File: config.mk
export PLATFORM = sky130hd
export DESIGN_NAME = plru_multiset
export DESIGN_NICKNAME = d
export VERILOG_FILES = /design/src/rtl/plru_multiset.sv
export SDC_FILE = /design/constraint.sdc
export NUM_CORES = 1
export LEC_CHECK = 0
export ABC_AREA = 0
export CORE_ASPECT_RATIO = 0.8
export CORE_MARGIN = 4
export CORE_UTILIZATION = 52
export CTS_CLUSTER_SIZE = 25
export DETAILED_ROUTE_END_ITERATION = 12
export GPL_TIMING_DRIVEN = 0
export PLACE_DENSITY = 0.85
export SKIP_CTS_REPAIR_TIMING = 1
export SLEW_MARGIN = 40
export SYNTH_ARGS = -nofsm -noshare
export SYNTH_HDL_FRONTEND = slang
export SYNTH_SLANG_ARGS = --single-unit
File: constraint.sdc
create_clock -name clk -period 1.9 [get_ports clk]
set_input_delay 0.19 -clock clk [delete_from_list [all_inputs] [get_ports clk]]
set_output_delay 0.19 -clock clk [all_outputs]
set_load 0.02 [all_outputs]
File: src/rtl/plru_multiset.sv
// Multi-set tree pseudo-LRU engine: per-set heap-indexed PLRU trees, one-cycle victim query.
// Optional PLRU_LOCK_EN macro enables per-way lock steering during the tree walk.
module plru_multiset #(
    parameter int unsigned WAY_W = 2,
    parameter int unsigned SET_W = 4
) (
    input  logic                    clk,
    input  logic                    rst,
    input  logic                    upd_valid,
    input  logic [SET_W-1:0]        upd_set,
    input  logic [WAY_W-1:0]        upd_way,
    input  logic                    rd_req,
    input  logic [SET_W-1:0]        rd_set,
    input  logic [(2**WAY_W)-1:0]   rd_valid_mask,
    input  logic [(2**WAY_W)-1:0]   rd_lock_mask,
    output logic                    rd_valid,
    output logic [WAY_W-1:0]        victim_way,
    output logic                    all_locked
);

    localparam int unsigned WAYS = 2 ** WAY_W;
    localparam int unsigned SETS = 2 ** SET_W;

    // Node n lives at bit n; bit 0 of a heap has no node so the range starts at 1.
    logic [WAYS-1:1] tree [SETS];

    logic [WAYS-1:1] upd_tree_c;
    logic [WAYS-1:1] rd_tree_c;
    logic [WAY_W-1:0] walk_way_c;
    logic [WAY_W-1:0] inv_way_c;
    logic             inv_found_c;
    logic [WAY_W-1:0] victim_c;
    logic             all_locked_c;

    // Point every node on the accessed way's path away from it.
    always_comb begin
        int node;
        upd_tree_c = tree[upd_set];
        node = 1;
        for (int l = int'(WAY_W) - 1; l >= 0; l--) begin
            upd_tree_c[node] = ~upd_way[l];
            node = 2 * node + int'(upd_way[l]);
        end
    end

    // Same-set update in this cycle is visible to the query.
    always_comb begin
        if (upd_valid && (upd_set == rd_set)) begin
            rd_tree_c = upd_tree_c;
        end else begin
            rd_tree_c = tree[rd_set];
        end
    end

`ifdef PLRU_LOCK_EN
    // full_c[n] = every way beneath heap node n is locked; leaves sit at WAYS..2*WAYS-1.
    logic [2*WAYS-1:1] full_c;
    always_comb begin
        full_c = '0;
        full_c[2*WAYS-1:WAYS] = rd_lock_mask;
        for (int n = int'(WAYS) - 1; n >= 1; n--) begin
            full_c[n] = full_c[2*n] & full_c[2*n+1];
        end
    end
    assign all_locked_c = full_c[1];
`else
    logic unused_lock;
    assign unused_lock  = ^rd_lock_mask;
    assign all_locked_c = 1'b0;
`endif

    // Tree walk, steering around fully-locked subtrees when locking is built in.
    always_comb begin
        int   node;
        logic dir;
        walk_way_c = '0;
        node = 1;
        for (int l = int'(WAY_W) - 1; l >= 0; l--) begin
            dir = rd_tree_c[node];
`ifdef PLRU_LOCK_EN
            if (full_c[2*node + int'(dir)]) begin
                dir = ~dir;
            end
`endif
            walk_way_c[l] = dir;
            node = 2 * node + int'(dir);
        end
    end

    // Lowest-index invalid way.
    always_comb begin
        inv_found_c = 1'b0;
        inv_way_c   = '0;
        for (int w = int'(WAYS) - 1; w >= 0; w--) begin
            if (!rd_valid_mask[w]) begin
                inv_found_c = 1'b1;
                inv_way_c   = WAY_W'(w);
            end
        end
    end

    always_comb begin
        victim_c = walk_way_c;
        if (inv_found_c) begin
            victim_c = inv_way_c;
        end else if (all_locked_c) begin
            victim_c = '0;
        end
    end

    always_ff @(posedge clk) begin
        if (!rst) begin
            for (int s = 0; s < int'(SETS); s++) begin
                tree[s] <= '0;
            end
            rd_valid   <= 1'b0;
            victim_way <= '0;
            all_locked <= 1'b0;
        end else begin
            if (upd_valid) begin
                tree[upd_set] <= upd_tree_c;
            end
            rd_valid <= rd_req;
            if (rd_req) begin
                victim_way <= victim_c;
                all_locked <= all_locked_c;
            end
        end
    end

endmodule

==> results of run 1 <==
## report_power, final
| group | total (mW) | internal, mW | leakage, nW | switching, mW |
|---|---|---|---|---|
| clock | 0.790 | 0.399 | 0.0587 | 0.391 |
| combinational | 0.393 | 0.176 | 0.716 | 0.217 |
| sequential | 1.30 | 1.28 | 0.507 | 0.0265 |
## worst max-delay path, stage by stage (launching register included)
cell and delay (ns):
edfxtp_1 0.42, mux4_1 0.53, mux2i_1 0.23, mux2i_1 0.13, mux2_4 0.28, o221ai_2 0.13
a31oi_1 0.11
## synth_stat cells, types with 2 or more instances
cell type	instances	area share
nor2_1	56	0.075
buf_1	2	0.0027
a22oi_1	4	0.011
clkbuf_1	3	0.0040
inv_1	4	0.0053
dfxtp_1	3	0.021
o21ai_1	2	0.0036
a21oi_1	3	0.0053
edfxtp_1	48	0.51
buf_6	2	0.0080
o21ai_0	2	0.0036
mux2i_1	22	0.078
xor2_1	3	0.0094
nor2b_1	5	0.011
nand2_1	39	0.052
nor3_1	2	0.0036
nand3_1	10	0.018
mux4_1	12	0.11
and2_1	2	0.0045
buf_2	7	0.012
## area by class of cell
type | count | area, um^2
inverter | 4 | 15.0
buffer | 15 | 97.6
multi-input combinational | 174 | 1240
sequential | 51 | 1500
timing repair buffer | 26 | 235
tap | 62 | 77.6
clock buffer | 5 | 68.8
clock inverter | 3 | 47.5
fill | 391 | 1840
## metal layers
layer  up-vias  wire length, um  part of all wire
met5         -                0                 0
met4         0              140             0.021
met3        16              715              0.10
met2       121             3110              0.46
met1      1050             2850              0.42
li1        943                -                 -
## kinds of logic (layout without fill, tap and decap cells)
group	count (synthesis)	in the layout	share of synthesized area
simple gates	118	118	0.180
other cells	1	1	0.00134
mux	36	36	0.203
flops	51	51	0.535
buf+inv	19	53	0.0352
compound gates	15	15	0.0343
xor+xnor	4	4	0.0125
## layout by cell type, fill, tap and decap left out, types with 4 or more instances in the layout
cell	count
inv_1	4
clkbuf_8	5
nand3_1	10
clkdlybuf4s50_1	15
edfxtp_1	48
buf_4	12
a22oi_1	4
mux2i_1	21
nor2_1	54
buf_2	5
mux4_1	7
mux4_2	6
nand2_1	39
## final timing paths
| kind | to | cells after the start |
|---|---|---|
| min | victim_way[1] | 3 |
| max | victim_way[0] | 6 |
| max reg2reg | victim_way[0] | 6 |
| min reg2reg | victim_way[1] | 2 |
## per-stage QoR
stage	TNS [ns]	instance area, um^2	worst slack (ns)
after floorplan	0	2810	0.0753
after global placement	-30.11	3060	-0.734
after detailed placement	-32.65	3060	-0.840
after CTS	-10.73	3170	-0.507
after global routing	-0.174	3280	-0.0993
final	-0.0403	3280	-0.0403
## registers in the layout, summed over array words and instances, names as in the netlist
| name | cells |
|---|---|
| rd_valid | 1 |
| victim_way | 2 |
| tree | 48 |
==> reports/qor.yml, run 1 <==
setup_path:
  arrival_ns: 2.15
  path_max_fanout: 2
  ff2ff_setup_slack_ns: -0.04
  worstSetupStartpoint: "tree[5][2]"
  worst_setup_path_end_kind: "register"
  worstReg2RegStart: "tree[5][2]"
  cp_data_required_time_ns: 2.11
  critPathLaunchType: "register"
  crit_type: "register to register"
timing:
  clock_skew_ns: 0.00846
  hold_viol_final: 0
  fmax_mhz: 515
  finalCritPeriodShare: 1.02
  whs_ns: 0.494
  rsz0062_at_grt: "yes"
  period_minus_slack_ns: 1.94
  drv_slew: 0
  final-setup-viol-count: 1
  worst_pin_slew_ns: 0.559
  slew_headroom: 0.627
  fin_ws_ns: -0.0403
global_routing:
  use_met2: 0.342
  overflow: 0
  busiest_layer: "met2"
  grt_max_degree: 18
  met1_usage: 0.301
  use_met3: 0.0594
  antenna_found_initial: 0
  track_usage: 0.219
  grt_pass1_vias: 2050
  grt_pass1_wl_um: 10700
synth:
  ys_async_sr_fraction: 0
  netlist_instances: 244
  yosysUniqueCellTypes: 33
  ys_ff_latch: 51
  syn_area_per_cell_um2: 11.5
  ys_warn_count: 0
  synthFlopType: "edfxtp_1"
  netlist_area_um2: 2810
  synth-edff-count: 48
  syn_nets: 266
  synth-seq-area-share: 0.535
run:
  drv_cap: 0
placement:
  io_buffers: 17
  dp_cells: 323
  gp_congestion: 0.919
  place_hpwl_um: 4870
route:
  drc: 0
  drt_iter0_drc: 380
  num_vias: 2130
  viasPerCell: 6.26
  avgRoutedWirePerCell_um: 20.0
  ant_nets: 0
  wirelength_um: 6810
  drt_pre_antenna_iters: 5
cts:
  clk-insertion-delay-late_ns: 0.32
  cts.sinks: 51
  cts_buffers: 5
  cts.path.max_buffers: 2
  path_clk_slew_ns: 0.10
  cts-htree-levels: 2
  cts_root_buf: "clkbuf_8"
  cts_tree: "done"
floorplanning:
  die_x_um: 90.2
  fp-row-count: 23
  initial_core_util: 0.548
  ios: 26
  coreArea_um2: 5120
  dieArea_um2: 6650
  die_h_um: 73.7
finish:
  drive_above_1_share: 0.169
  final_core_util: 0.641
  diodes: 0
  nNetsFinal: 299
  syn_to_final_growth_pct: 16.9
  final_cells: 340
status:
  failed_checks: "setup timing"
  outcome: "complete, but fails checks"
min_path:
  hold_class: "input pin to register"
  hold_path_startpoint: "rd_valid_mask[1]"
pwr:
  p_total_mw: 2.49
  vdd_drop_max_mv: 0.724
  p_leak_nw: 1.28
  p_per_area_nw_per_um2: 758
(Power assumes the default switching activity.)
==> inputs of run 2 (changes only) <==
CTS_CLUSTER_SIZE = 16   (was 25)
==> results of run 2 <==
No change in the layout: final DEF, timing and power equal those of run 1.
